`src/rtl/rename_unit_if.sv`:
```
// Decode/commit-facing signal bundle of the 2-wide rename stage.
// master = decode/commit side, slave = rename_unit.
interface rename_unit_if #(
  parameter int NUM_A_REGS = 32,
  parameter int NUM_P_REGS = 64
);
  localparam int FL_SIZE = NUM_P_REGS - NUM_A_REGS;
  localparam int AW      = $clog2(NUM_A_REGS);
  localparam int PW      = $clog2(NUM_P_REGS);
  localparam int CW      = $clog2(FL_SIZE + 1);

  logic          instr0_valid_i;
  logic          instr1_valid_i;
  logic [AW-1:0] instr0_rs1_i;
  logic [AW-1:0] instr0_rs2_i;
  logic [AW-1:0] instr0_rd_i;
  logic [AW-1:0] instr1_rs1_i;
  logic [AW-1:0] instr1_rs2_i;
  logic [AW-1:0] instr1_rd_i;
  logic          instr0_regwrite_i;
  logic          instr1_regwrite_i;
  logic          rob_full_i;
  logic          free_en0_i;
  logic          free_en1_i;
  logic [PW-1:0] free_preg0_i;
  logic [PW-1:0] free_preg1_i;
  logic          stall_o;
  logic          ren0_valid_o;
  logic          ren1_valid_o;
  logic [PW-1:0] ren0_ps1_o;
  logic [PW-1:0] ren0_ps2_o;
  logic [PW-1:0] ren1_ps1_o;
  logic [PW-1:0] ren1_ps2_o;
  logic [PW-1:0] ren0_pd_o;
  logic [PW-1:0] ren1_pd_o;
  logic [PW-1:0] ren0_old_pd_o;
  logic [PW-1:0] ren1_old_pd_o;
  logic [CW-1:0] free_count_o;

  modport master (
    output instr0_valid_i, instr1_valid_i,
    output instr0_rs1_i, instr0_rs2_i, instr0_rd_i,
    output instr1_rs1_i, instr1_rs2_i, instr1_rd_i,
    output instr0_regwrite_i, instr1_regwrite_i, rob_full_i,
    output free_en0_i, free_en1_i, free_preg0_i, free_preg1_i,
    input  stall_o, ren0_valid_o, ren1_valid_o,
    input  ren0_ps1_o, ren0_ps2_o, ren1_ps1_o, ren1_ps2_o,
    input  ren0_pd_o, ren1_pd_o, ren0_old_pd_o, ren1_old_pd_o,
    input  free_count_o
  );

  modport slave (
    input  instr0_valid_i, instr1_valid_i,
    input  instr0_rs1_i, instr0_rs2_i, instr0_rd_i,
    input  instr1_rs1_i, instr1_rs2_i, instr1_rd_i,
    input  instr0_regwrite_i, instr1_regwrite_i, rob_full_i,
    input  free_en0_i, free_en1_i, free_preg0_i, free_preg1_i,
    output stall_o, ren0_valid_o, ren1_valid_o,
    output ren0_ps1_o, ren0_ps2_o, ren1_ps1_o, ren1_ps2_o,
    output ren0_pd_o, ren1_pd_o, ren0_old_pd_o, ren1_old_pd_o,
    output free_count_o
  );
endinterface

```
`src/rtl/rename_unit.sv`:
```
// 2-wide register rename: RAT lookup with intra-group bypass plus a circular free list.
// Optional FREELIST_CHECK_EN: drops double/overflowing frees and reports illegal slot use.
module rename_unit #(
  parameter int NUM_A_REGS = 32,
  parameter int NUM_P_REGS = 64,
  parameter int FL_SIZE    = NUM_P_REGS - NUM_A_REGS
) (
  input logic         clk_i,
  input logic         rst_i,
  rename_unit_if.slave bus
);
  localparam int AW = $clog2(NUM_A_REGS);
  localparam int PW = $clog2(NUM_P_REGS);
  localparam int FW = (FL_SIZE > 1) ? $clog2(FL_SIZE) : 1;
  localparam int CW = $clog2(FL_SIZE + 1);
  localparam logic [AW-1:0] A0 = {AW{1'b0}};
  localparam logic [PW-1:0] P0 = {PW{1'b0}};

  logic [PW-1:0] rat_r [NUM_A_REGS];
  logic [PW-1:0] fl_r [FL_SIZE];
  logic [FW-1:0] head_r, tail_r;
  logic [CW-1:0] count_r;

  logic          stall_s, take0_s, take1_s, alloc0_s, alloc1_s;
  logic          free0_ok_s, free1_ok_s;
  logic [1:0]    n_alloc_s, n_free_s;
  logic [FW-1:0] head_p1_s, tail_w1_s;
  logic [PW-1:0] pd0_s, pd1_s, old0_s, old1_s;
  logic [PW-1:0] ps1_0_s, ps2_0_s, ps1_1_s, ps2_1_s;

  logic          ren0_valid_r, ren1_valid_r;
  logic [PW-1:0] ren0_ps1_r, ren0_ps2_r, ren1_ps1_r, ren1_ps2_r;
  logic [PW-1:0] ren0_pd_r, ren1_pd_r, ren0_old_pd_r, ren1_old_pd_r;

  function automatic logic [FW-1:0] ptr_add(input logic [FW-1:0] ptr, input logic [1:0] n);
    logic [FW:0] sum;
    sum = {1'b0, ptr} + (FW+1)'(n);
    if (sum >= (FW+1)'(FL_SIZE)) sum = sum - (FW+1)'(FL_SIZE);
    else sum = sum;
    return sum[FW-1:0];
  endfunction

  // Conservative stall: two free entries are demanded whatever the group needs.
  assign stall_s = bus.rob_full_i | (count_r < CW'(2));

  // Allocation, source lookup and previous-mapping selection for the group.
  always_comb begin
    take0_s   = ~stall_s & bus.instr0_valid_i;
    take1_s   = ~stall_s & bus.instr1_valid_i;
    alloc0_s  = take0_s & bus.instr0_regwrite_i & (bus.instr0_rd_i != A0);
    alloc1_s  = take1_s & bus.instr1_regwrite_i & (bus.instr1_rd_i != A0);
    n_alloc_s = 2'(alloc0_s) + 2'(alloc1_s);
    head_p1_s = ptr_add(head_r, 2'd1);
    pd0_s     = alloc0_s ? fl_r[head_r] : P0;
    pd1_s     = alloc1_s ? (alloc0_s ? fl_r[head_p1_s] : fl_r[head_r]) : P0;
    old0_s    = alloc0_s ? rat_r[bus.instr0_rd_i] : P0;
    if (alloc1_s && alloc0_s && (bus.instr1_rd_i == bus.instr0_rd_i)) old1_s = pd0_s;
    else if (alloc1_s) old1_s = rat_r[bus.instr1_rd_i];
    else old1_s = P0;
    ps1_0_s = (bus.instr0_rs1_i == A0) ? P0 : rat_r[bus.instr0_rs1_i];
    ps2_0_s = (bus.instr0_rs2_i == A0) ? P0 : rat_r[bus.instr0_rs2_i];
    // Slot 1 sees slot 0's new mapping before it reaches the RAT.
    if (bus.instr1_rs1_i == A0) ps1_1_s = P0;
    else if (alloc0_s && (bus.instr1_rs1_i == bus.instr0_rd_i)) ps1_1_s = pd0_s;
    else ps1_1_s = rat_r[bus.instr1_rs1_i];
    if (bus.instr1_rs2_i == A0) ps2_1_s = P0;
    else if (alloc0_s && (bus.instr1_rs2_i == bus.instr0_rd_i)) ps2_1_s = pd0_s;
    else ps2_1_s = rat_r[bus.instr1_rs2_i];
  end

`ifdef FREELIST_CHECK_EN
  logic [NUM_P_REGS-1:0] member_r;
  logic [CW:0]           room_s;

  // Accept a free only if the register is not already queued and the list has room.
  always_comb begin
    room_s     = {1'b0, count_r} - (CW+1)'(n_alloc_s);
    free0_ok_s = bus.free_en0_i & (bus.free_preg0_i != P0) & ~member_r[bus.free_preg0_i]
                 & (room_s < (CW+1)'(FL_SIZE));
    free1_ok_s = bus.free_en1_i & (bus.free_preg1_i != P0) & ~member_r[bus.free_preg1_i]
                 & ~(free0_ok_s & (bus.free_preg1_i == bus.free_preg0_i))
                 & ((room_s + (CW+1)'(free0_ok_s)) < (CW+1)'(FL_SIZE));
  end

  // Membership tracking and error reporting.
  always_ff @(posedge clk_i or posedge rst_i) begin
    if (rst_i) begin
      for (int p = 0; p < NUM_P_REGS; p++) member_r[p] <= (p >= NUM_A_REGS);
    end else begin
      if (alloc0_s) member_r[pd0_s] <= 1'b0;
      if (alloc1_s) member_r[pd1_s] <= 1'b0;
      if (free0_ok_s) member_r[bus.free_preg0_i] <= 1'b1;
      if (free1_ok_s) member_r[bus.free_preg1_i] <= 1'b1;
      if ((bus.free_en0_i && (bus.free_preg0_i != P0) && !free0_ok_s) ||
          (bus.free_en1_i && (bus.free_preg1_i != P0) && !free1_ok_s))
        $error("Error freeing physical register");
      if (bus.instr1_valid_i && !bus.instr0_valid_i)
        $error("Error: instr1_valid_i asserted without instr0_valid_i");
    end
  end
`else
  // Every free except p0 is pushed.
  always_comb begin
    free0_ok_s = bus.free_en0_i & (bus.free_preg0_i != P0);
    free1_ok_s = bus.free_en1_i & (bus.free_preg1_i != P0);
  end
`endif

  // Free-list tail positions for this cycle's pushes.
  always_comb begin
    n_free_s  = 2'(free0_ok_s) + 2'(free1_ok_s);
    tail_w1_s = free0_ok_s ? ptr_add(tail_r, 2'd1) : tail_r;
  end

  // RAT and free-list state; slot 1 writes last so it wins on a shared rd.
  always_ff @(posedge clk_i or posedge rst_i) begin
    if (rst_i) begin
      for (int i = 0; i < NUM_A_REGS; i++) rat_r[i] <= PW'(i);
      for (int i = 0; i < FL_SIZE; i++) fl_r[i] <= PW'(NUM_A_REGS + i);
      head_r  <= {FW{1'b0}};
      tail_r  <= {FW{1'b0}};
      count_r <= CW'(FL_SIZE);
    end else begin
      if (alloc0_s) rat_r[bus.instr0_rd_i] <= pd0_s;
      if (alloc1_s) rat_r[bus.instr1_rd_i] <= pd1_s;
      if (free0_ok_s) fl_r[tail_r] <= bus.free_preg0_i;
      if (free1_ok_s) fl_r[tail_w1_s] <= bus.free_preg1_i;
      head_r  <= ptr_add(head_r, n_alloc_s);
      tail_r  <= ptr_add(tail_r, n_free_s);
      count_r <= count_r - CW'(n_alloc_s) + CW'(n_free_s);
    end
  end

  // Registered rename results, valid for exactly one cycle.
  always_ff @(posedge clk_i or posedge rst_i) begin
    if (rst_i) begin
      ren0_valid_r  <= 1'b0;  ren1_valid_r  <= 1'b0;
      ren0_ps1_r    <= P0;    ren0_ps2_r    <= P0;
      ren1_ps1_r    <= P0;    ren1_ps2_r    <= P0;
      ren0_pd_r     <= P0;    ren1_pd_r     <= P0;
      ren0_old_pd_r <= P0;    ren1_old_pd_r <= P0;
    end else begin
      ren0_valid_r  <= take0_s;
      ren1_valid_r  <= take1_s;
      ren0_ps1_r    <= take0_s ? ps1_0_s : P0;
      ren0_ps2_r    <= take0_s ? ps2_0_s : P0;
      ren1_ps1_r    <= take1_s ? ps1_1_s : P0;
      ren1_ps2_r    <= take1_s ? ps2_1_s : P0;
      ren0_pd_r     <= pd0_s;
      ren1_pd_r     <= pd1_s;
      ren0_old_pd_r <= old0_s;
      ren1_old_pd_r <= old1_s;
    end
  end

  assign bus.stall_o       = stall_s;
  assign bus.ren0_valid_o  = ren0_valid_r;
  assign bus.ren1_valid_o  = ren1_valid_r;
  assign bus.ren0_ps1_o    = ren0_ps1_r;
  assign bus.ren0_ps2_o    = ren0_ps2_r;
  assign bus.ren1_ps1_o    = ren1_ps1_r;
  assign bus.ren1_ps2_o    = ren1_ps2_r;
  assign bus.ren0_pd_o     = ren0_pd_r;
  assign bus.ren1_pd_o     = ren1_pd_r;
  assign bus.ren0_old_pd_o = ren0_old_pd_r;
  assign bus.ren1_old_pd_o = ren1_old_pd_r;
  assign bus.free_count_o  = count_r;
endmodule

```
`src/flat_wrapper.sv`:
```
// flat-port wrapper written by rule: the top's interface ports become plain ports
module rename_unit_flat 
#(
  parameter int NUM_A_REGS = 32,
  parameter int NUM_P_REGS = 64,
  parameter int FL_SIZE    = NUM_P_REGS - NUM_A_REGS
)
  (clk_i, rst_i, bus_instr0_valid_i, bus_instr1_valid_i, bus_instr0_rs1_i, bus_instr0_rs2_i, bus_instr0_rd_i, bus_instr1_rs1_i, bus_instr1_rs2_i, bus_instr1_rd_i, bus_instr0_regwrite_i, bus_instr1_regwrite_i, bus_rob_full_i, bus_free_en0_i, bus_free_en1_i, bus_free_preg0_i, bus_free_preg1_i, bus_stall_o, bus_ren0_valid_o, bus_ren1_valid_o, bus_ren0_ps1_o, bus_ren0_ps2_o, bus_ren1_ps1_o, bus_ren1_ps2_o, bus_ren0_pd_o, bus_ren1_pd_o, bus_ren0_old_pd_o, bus_ren1_old_pd_o, bus_free_count_o);
  rename_unit_if #(.NUM_A_REGS(NUM_A_REGS), .NUM_P_REGS(NUM_P_REGS)) bus_i ();
  input logic clk_i;
  input logic rst_i;
  input wire logic [$bits(bus_i.instr0_valid_i)-1:0] bus_instr0_valid_i;
  input wire logic [$bits(bus_i.instr1_valid_i)-1:0] bus_instr1_valid_i;
  input wire logic [$bits(bus_i.instr0_rs1_i)-1:0] bus_instr0_rs1_i;
  input wire logic [$bits(bus_i.instr0_rs2_i)-1:0] bus_instr0_rs2_i;
  input wire logic [$bits(bus_i.instr0_rd_i)-1:0] bus_instr0_rd_i;
  input wire logic [$bits(bus_i.instr1_rs1_i)-1:0] bus_instr1_rs1_i;
  input wire logic [$bits(bus_i.instr1_rs2_i)-1:0] bus_instr1_rs2_i;
  input wire logic [$bits(bus_i.instr1_rd_i)-1:0] bus_instr1_rd_i;
  input wire logic [$bits(bus_i.instr0_regwrite_i)-1:0] bus_instr0_regwrite_i;
  input wire logic [$bits(bus_i.instr1_regwrite_i)-1:0] bus_instr1_regwrite_i;
  input wire logic [$bits(bus_i.rob_full_i)-1:0] bus_rob_full_i;
  input wire logic [$bits(bus_i.free_en0_i)-1:0] bus_free_en0_i;
  input wire logic [$bits(bus_i.free_en1_i)-1:0] bus_free_en1_i;
  input wire logic [$bits(bus_i.free_preg0_i)-1:0] bus_free_preg0_i;
  input wire logic [$bits(bus_i.free_preg1_i)-1:0] bus_free_preg1_i;
  output wire logic [$bits(bus_i.stall_o)-1:0] bus_stall_o;
  output wire logic [$bits(bus_i.ren0_valid_o)-1:0] bus_ren0_valid_o;
  output wire logic [$bits(bus_i.ren1_valid_o)-1:0] bus_ren1_valid_o;
  output wire logic [$bits(bus_i.ren0_ps1_o)-1:0] bus_ren0_ps1_o;
  output wire logic [$bits(bus_i.ren0_ps2_o)-1:0] bus_ren0_ps2_o;
  output wire logic [$bits(bus_i.ren1_ps1_o)-1:0] bus_ren1_ps1_o;
  output wire logic [$bits(bus_i.ren1_ps2_o)-1:0] bus_ren1_ps2_o;
  output wire logic [$bits(bus_i.ren0_pd_o)-1:0] bus_ren0_pd_o;
  output wire logic [$bits(bus_i.ren1_pd_o)-1:0] bus_ren1_pd_o;
  output wire logic [$bits(bus_i.ren0_old_pd_o)-1:0] bus_ren0_old_pd_o;
  output wire logic [$bits(bus_i.ren1_old_pd_o)-1:0] bus_ren1_old_pd_o;
  output wire logic [$bits(bus_i.free_count_o)-1:0] bus_free_count_o;
  assign bus_i.instr0_valid_i = bus_instr0_valid_i;
  assign bus_i.instr1_valid_i = bus_instr1_valid_i;
  assign bus_i.instr0_rs1_i = bus_instr0_rs1_i;
  assign bus_i.instr0_rs2_i = bus_instr0_rs2_i;
  assign bus_i.instr0_rd_i = bus_instr0_rd_i;
  assign bus_i.instr1_rs1_i = bus_instr1_rs1_i;
  assign bus_i.instr1_rs2_i = bus_instr1_rs2_i;
  assign bus_i.instr1_rd_i = bus_instr1_rd_i;
  assign bus_i.instr0_regwrite_i = bus_instr0_regwrite_i;
  assign bus_i.instr1_regwrite_i = bus_instr1_regwrite_i;
  assign bus_i.rob_full_i = bus_rob_full_i;
  assign bus_i.free_en0_i = bus_free_en0_i;
  assign bus_i.free_en1_i = bus_free_en1_i;
  assign bus_i.free_preg0_i = bus_free_preg0_i;
  assign bus_i.free_preg1_i = bus_free_preg1_i;
  assign bus_stall_o = bus_i.stall_o;
  assign bus_ren0_valid_o = bus_i.ren0_valid_o;
  assign bus_ren1_valid_o = bus_i.ren1_valid_o;
  assign bus_ren0_ps1_o = bus_i.ren0_ps1_o;
  assign bus_ren0_ps2_o = bus_i.ren0_ps2_o;
  assign bus_ren1_ps1_o = bus_i.ren1_ps1_o;
  assign bus_ren1_ps2_o = bus_i.ren1_ps2_o;
  assign bus_ren0_pd_o = bus_i.ren0_pd_o;
  assign bus_ren1_pd_o = bus_i.ren1_pd_o;
  assign bus_ren0_old_pd_o = bus_i.ren0_old_pd_o;
  assign bus_ren1_old_pd_o = bus_i.ren1_old_pd_o;
  assign bus_free_count_o = bus_i.free_count_o;
  rename_unit #(.NUM_A_REGS(NUM_A_REGS), .NUM_P_REGS(NUM_P_REGS), .FL_SIZE(FL_SIZE)) u_core (.clk_i(clk_i), .rst_i(rst_i), .bus(bus_i));
endmodule
```
`config.mk`:
```
export PLATFORM = sky130hd
export DESIGN_NAME = rename_unit_flat
export DESIGN_NICKNAME = d
export VERILOG_FILES = /design/src/rtl/rename_unit_if.sv /design/src/rtl/rename_unit.sv /design/src/flat_wrapper.sv
export SDC_FILE = /design/constraint.sdc
export NUM_CORES = 2
export LEC_CHECK = 0
export BUFFER_PORTS_ARGS = -buffer_cell sky130_fd_sc_hd__buf_4
export CORE_MARGIN = 1.5
export CORE_UTILIZATION = 42
export CTS_CLUSTER_DIAMETER = 80
export DETAILED_ROUTE_END_ITERATION = 7
export PLACE_DENSITY = 0.69
export SLEW_MARGIN = 40
export SYNTH_ARGS = -nofsm -noshare
export SYNTH_HDL_FRONTEND = slang
export SYNTH_SLANG_ARGS = --single-unit
```
`constraint.sdc`:
```
create_clock -name clk_i -period 14.6 [get_ports clk_i]
set_clock_uncertainty 0.1 [all_clocks]
set_input_delay 2.92 -clock clk_i [delete_from_list [all_inputs] [get_ports clk_i]]
set_output_delay 2.92 -clock clk_i [all_outputs]
set_load 0.005 [all_outputs]
```
# --- Word-level counts from Yosys, hierarchy flattened ---
# Index checks and enable logic that the tools add are counted.
totals:
  in_bits: 51
  word_cells: 208
  register_bits: 450
classes:
  n_reduce_logical: 16
  addsub: 12
  bitwise: 20
  n_mux: 61
  n_lt_le_gt_ge: 19
  n_eq_ne: 3
ops:
  columns: ["operator", "count"]
  rows:
  - ["bitwise mux 192 bit", 4]
  - ["two-way mux 192 bit", 4]
  - ["binary-select mux 6 bit (select 5 bit)", 8]
  - ["two-way mux 6 bit", 36]
  - ["demux 6 bit (select 5 bit)", 4]
  - [">= comparator 6 bit (second input constant)", 14]
  - ["NOT 5 -> 6 bit", 10]
  - ["two-way mux 5 bit", 5]
  - ["< comparator 6 x 1 -> 1 bit (second input constant)", 4]
  - ["zero test 5 bit", 4]
  - ["subtractor 5 x 1 -> 5 bit (second input constant)", 4]
  - ["== test 5 bit", 3]
  - ["adder 5 x 1 -> 6 bit (second input constant)", 2]
  - ["adder 5 x 2 -> 6 bit", 2]
  - ["nonzero test 6 bit", 2]
  - ["nonzero test 5 bit", 2]
  - ["AND 1 bit", 8]
  - ["logical AND 1 bit", 8]
  - ["adder 6 x 2 -> 6 bit", 1]
  - ["< comparator 6 x 2 -> 1 bit (second input constant)", 1]
  - ["subtractor 6 x 2 -> 6 bit", 1]
  - ["adder 1 x 1 -> 2 bit", 2]
  - ["NOT 1 bit", 1]
  - ["bitwise OR 1 bit", 1]

# --- Depth between registers and ports, before layout ---
depth:
  word_depth: 11
  ltp_mapped: 17

# --- Worst setup path after synthesis ---
# OpenSTA, ideal clock, no wires.
synth_path:
  path_type: "input to register"
  from: "input bus_free_preg1_i[1]"
  to: "register u_core.count_r[5] (netlist: u_core.bus.free_count_o[5])"
  slack_ns: 8.389
  path_stages: 15
  required_time_ns: 14.425
  arrival_ns: 6.036
  setup_time_ns: 0.075
  cell_sequence: "clkbuf_1 -> or4_1 -> o31ai_4 -> inv_2 -> buf_4 -> ha_1 -> inv_1 -> fa_1 -> inv_1 -> ha_1 -> a21o_1 -> a21oi_1 -> o21bai_1 -> a21oi_1 -> xor2_1"
synth_via:
  elab_chain_len: 4
synth_lines:
  columns: ["item", "line", "text"]
  rows:
  - ["start: declaration", "flat_wrapper.sv:26", "input wire logic [$bits(bus_i.free_preg1_i)-1:0] bus_free_preg1_i;"]
  - ["nonzero test 6 bit", "rename_unit.sv:105", "free1_ok_s = bus.free_en1_i & (bus.free_preg1_i != P0);"]
  - ["AND 1 bit", "rename_unit.sv:105", null]
  - ["adder 1 x 1 -> 2 bit", "rename_unit.sv:111", "n_free_s = 2'(free0_ok_s) + 2'(free1_ok_s);"]
  - ["adder 6 x 2 -> 6 bit", "rename_unit.sv:130", "count_r <= count_r - CW'(n_alloc_s) + CW'(n_free_s);"]
  - ["end signal: assignment", "rename_unit.sv:122", "count_r <= CW'(FL_SIZE);"]
  - ["end signal: assignment", "rename_unit.sv:130", null]
  - ["end: declaration", "rename_unit.sv:22", "logic [CW-1:0] count_r;"]
# No other way between the ends.

# --- Final worst setup path ---
layout_path:
  from: "input bus_rob_full_i"
  to: "output bus_stall_o"
layout_via:
  elab_chain_len: 1
layout_lines:
  columns: ["item", "line", "text"]
  rows:
  - ["start: declaration", "flat_wrapper.sv:22", "input wire logic [$bits(bus_i.rob_full_i)-1:0] bus_rob_full_i;"]
  - ["bitwise OR 1 bit", "rename_unit.sv:44", "assign stall_s = bus.rob_full_i | (count_r < CW'(2));"]
  - ["end: declaration", "flat_wrapper.sv:27", "output wire logic [$bits(bus_i.stall_o)-1:0] bus_stall_o;"]
# No other way between the ends.

==> summary.txt <==
Share of post-route cells with drive strength above 1: 33.67%
CP Data Required Time: 11.58 ns
Max-slew violation count: 0
Site row count: 104
Clk pwr share: 15.7%
Reg power frac: 29.6%
Mapped Cells: 3046
Clock H-tree levels: 2
Cells along the critical path: buf_4 > inv_1 > nand2_1 > buf_4
Comb pwr share: 54.6%
Die Ht: 289.2 um
Final nets: 3033
Critical path's largest stage delay: 0.48 ns
Adder-cell area share of the yosys netlist: 0.9602%
Pin count of the biggest net entering global routing: 153
Effective utilization at floorplan: 42.57%
Area growth, synth to finish: 10.20%
CTS resizes: 0
Synth async-reset ratio: 100.0%
Bufs on Longest Clock Path: 3
Final setup viols: 0
Clock tree from TritonCTS: done
Max VDD drop: 342.6 uV
Sink Count: 450
# fillers: 7186
Fin. Hold Viols: 0
CTS Buf Count: 53
Hold Crit Class: reg2reg
Starting DRC count in detailed routing: 5480
R2r startpoint: u_core.head_r[1]$_DFF_PP0_
Hold EP: u_core.rat_r[186]$_DFF_PP0_
Reg2Reg Setup Slack: 10.01 ns
Global-route usage over all layers: 32.82%
Crit-path max FO: 52
Worst Reg-to-Reg Cells: 8
Detailed placement HPWL: 90430 um
Reg area: 11510 um^2
Fmax: 138.5 MHz
Failing checks: DRC
Distinct cells, synth: 85
Core box area: 80810 um^2
Worst-Skew Late Latency: 0.67 ns
Crit path arrival time: 4.20 ns
Detailed Routing Iterations Pass 1: 8
Hold Buf Count CTS: 0
First-pass GRT wire length: 201900 um
RSZ-0062 raised after global routing: no
Main combinational cell family by area after synthesis: multiplexers
Final period util: 49.47%
R2r endpoint: u_core.rat_r[58]$_DFF_PP1_
Yosys warning count: 0
Sw Share: 48.42%
Area contributors post-synth: mux4_2, dfrtp_1, dfstp_2
CP Capture Type: output pin
Status: finished with violations
Top delay family on crit path: buffers and inverters
Total number of vias: 30561
P_int: 4692 uW
Hold Crit Start: u_core.rat_r[186]$_DFF_PP0_
Area leader, netlist: mux4_2
Root buffer cell: clkbuf_16
Most common flop cell mapped by yosys: dfrtp_1
Min cycle time layout: 7.222 ns
Setup TNS: 0 ns
GP Congestion: 1.072
Port Buffers: 107
Antenna violations before repair: 8
P_leak: 0.01522 uW
Post-CTS Setup Bufs: 0
Mean area per synthesized cell: 11.29 um^2
Count leader, synth: mux4_2
Clk slew on worst S/H paths: 0.06 ns
WP buf/inv: 3
Post-Synth Simple-Gate Area: 10.41%
Post-Syn Nets: 3121
Top cells by count, synth: mux4_2, mux2i_1, dfrtp_1
Critical path launch point type: primary input
Worst slack, placed: 7.570 ns
Register area share after synthesis: 33.44%
Slew at the pin closest to its max-slew limit: 0.9722 ns
#FFs+latches synth: 450
Final wirelength: 137700 um
DRC viols: 1
Vias/cell: 7.514
Slew HR: 35.19%
Synth Area in Compound Gates: 14.76%
Switching power: 4405 uW
Wire per inst: 33.86 um
CP max stage cell: buf_4
Yosys top cell area share: 25.66%
I/O pin count: 108
PD cells: 239.9 nW/um^2
Mux share of post-synthesis cell area: 34.78%
Type of the worst setup path: in2out
Area occupied by multi-input gates: 21640 um^2
GR Overflow Total: 0
Post-synth EDFFs: 0
CP most frequent cell: buf_4
Number of global-route vias before repair: 29136
Worst hold path cell count: 0
Mapped cell area: 34400 um^2
Total of max-cap violations: 0
Worst Setup Slack, final: 7.378 ns
Die area: 83630 um^2
Antenna viol nets, final: 0
XOR/XNOR share of the synthesized area: 0.9129%
Die W: 289.2 um
power by group through the flow:
stage               logic (uW)  registers [uW]  clock network, uW
global placement          4600            2600                  0
CTS                       4700            2620               1440
finish                    4970            2700               1430
global route              5100            2720               1480
detailed placement        4680            2640                  0
floorplan                 3130            2320                  0
worst max-delay path by stage:
stage / end / slack [ns] / depth (start not counted) / from
2_1_floorplan: u_core.bus.free_count_o[0]$_DFF_PP0_ / 5.65 / 1 / rst_i
3_3_place_gp: u_core.bus.free_count_o[5]$_DFF_PP1_ / 7.28 / 14 / bus_free_preg1_i[0]
3_5_place_dp: bus_stall_o / 7.57 / 4 / bus_rob_full_i
4_1_cts: bus_stall_o / 7.57 / 4 / bus_rob_full_i
5_1_grt: bus_stall_o / 7.41 / 4 / bus_rob_full_i
6_report: bus_stall_o / 7.38 / 4 / bus_rob_full_i
cell families (layout without fill, tap and decap cells):
group	Yosys count	in the layout
simple gates	762	762
compound gates	712	712
mux	702	702
flops	450	450
buf+inv	364	321
xor+xnor	32	32
fa+ha+maj	24	24
other cells	0	4
cell type report:
class                           instances  share of cell area [%]
Clock buffer                           73                   4.040
Sequential cell                       450                   30.36
Tap cell                             1060                   3.498
Timing Repair Buffer                  171                   3.601
Multi-Input combinational cell       2232                   57.09
Clock inverter                         27                  0.8812
Antenna cell                            4                 0.02640
Inverter                               50                  0.5050
sequential cells by signal (all words and copies together), names as in the netlist, 5 cells and up:
name,count
u_core.bus.free_count_o,6
u_core.bus.ren0_old_pd_o,6
u_core.bus.ren0_pd_o,6
u_core.bus.ren0_ps1_o,6
u_core.bus.ren0_ps2_o,6
u_core.bus.ren1_old_pd_o,6
u_core.bus.ren1_pd_o,6
u_core.bus.ren1_ps1_o,6
u_core.bus.ren1_ps2_o,6
u_core.fl_r,192
u_core.head_r,5
u_core.rat_r,192
u_core.tail_r,5
cell usage in the layout, fill, tap and decap left out, types with 16 or more instances in the layout:
cell / instances
o21ai_1: 41
o2111ai_2: 16
dfstp_2: 193
o221ai_1: 43
nand2b_1: 19
buf_4: 158
o221a_2: 18
xnor2_1: 17
nand3_1: 62
mux2i_1: 283
nor2_1: 224
ha_1: 19
clkbuf_16: 53
inv_1: 45
o22ai_1: 113
dfrtp_1: 254
and2_1: 22
nor2b_1: 34
o21ai_0: 89
a221oi_1: 57
a221o_1: 32
mux4_2: 392
nor4_1: 39
a21oi_1: 148
nand2_1: 226
nor3_1: 47
mux2_2: 27
stage by stage:
| step | area, um^2 | instances | utilization (%) | hold slack (ns) | total power, uW |
|---|---|---|---|---|---|
| floorplan | 34410 | 3046 | - | 0.3975 | 5442 |
| global placement | 35740 | 3957 | 44.23 | 0.3570 | 7204 |
| detailed placement | 35930 | 3961 | 44.46 | 0.3713 | 7313 |
| CTS | 37800 | 4061 | 46.77 | 0.3841 | 8759 |
| global route | 37900 | 4064 | 46.91 | 0.4075 | 9307 |
| finish | 37910 | 4067 | 46.92 | 0.3894 | 9097 |
metal layers:
metal | global-route usage [%] | vias to the layer above | part of all wire [%]
li1 | - | 11910 | -
met1 | 41.56 | 15067 | 35
met2 | 46.59 | 2858 | 42
met3 | 13.71 | 714 | 16
met4 | 19.52 | 12 | 7.8
met5 | 1.420 | - | 0.12
(Power assumes the default switching activity.)
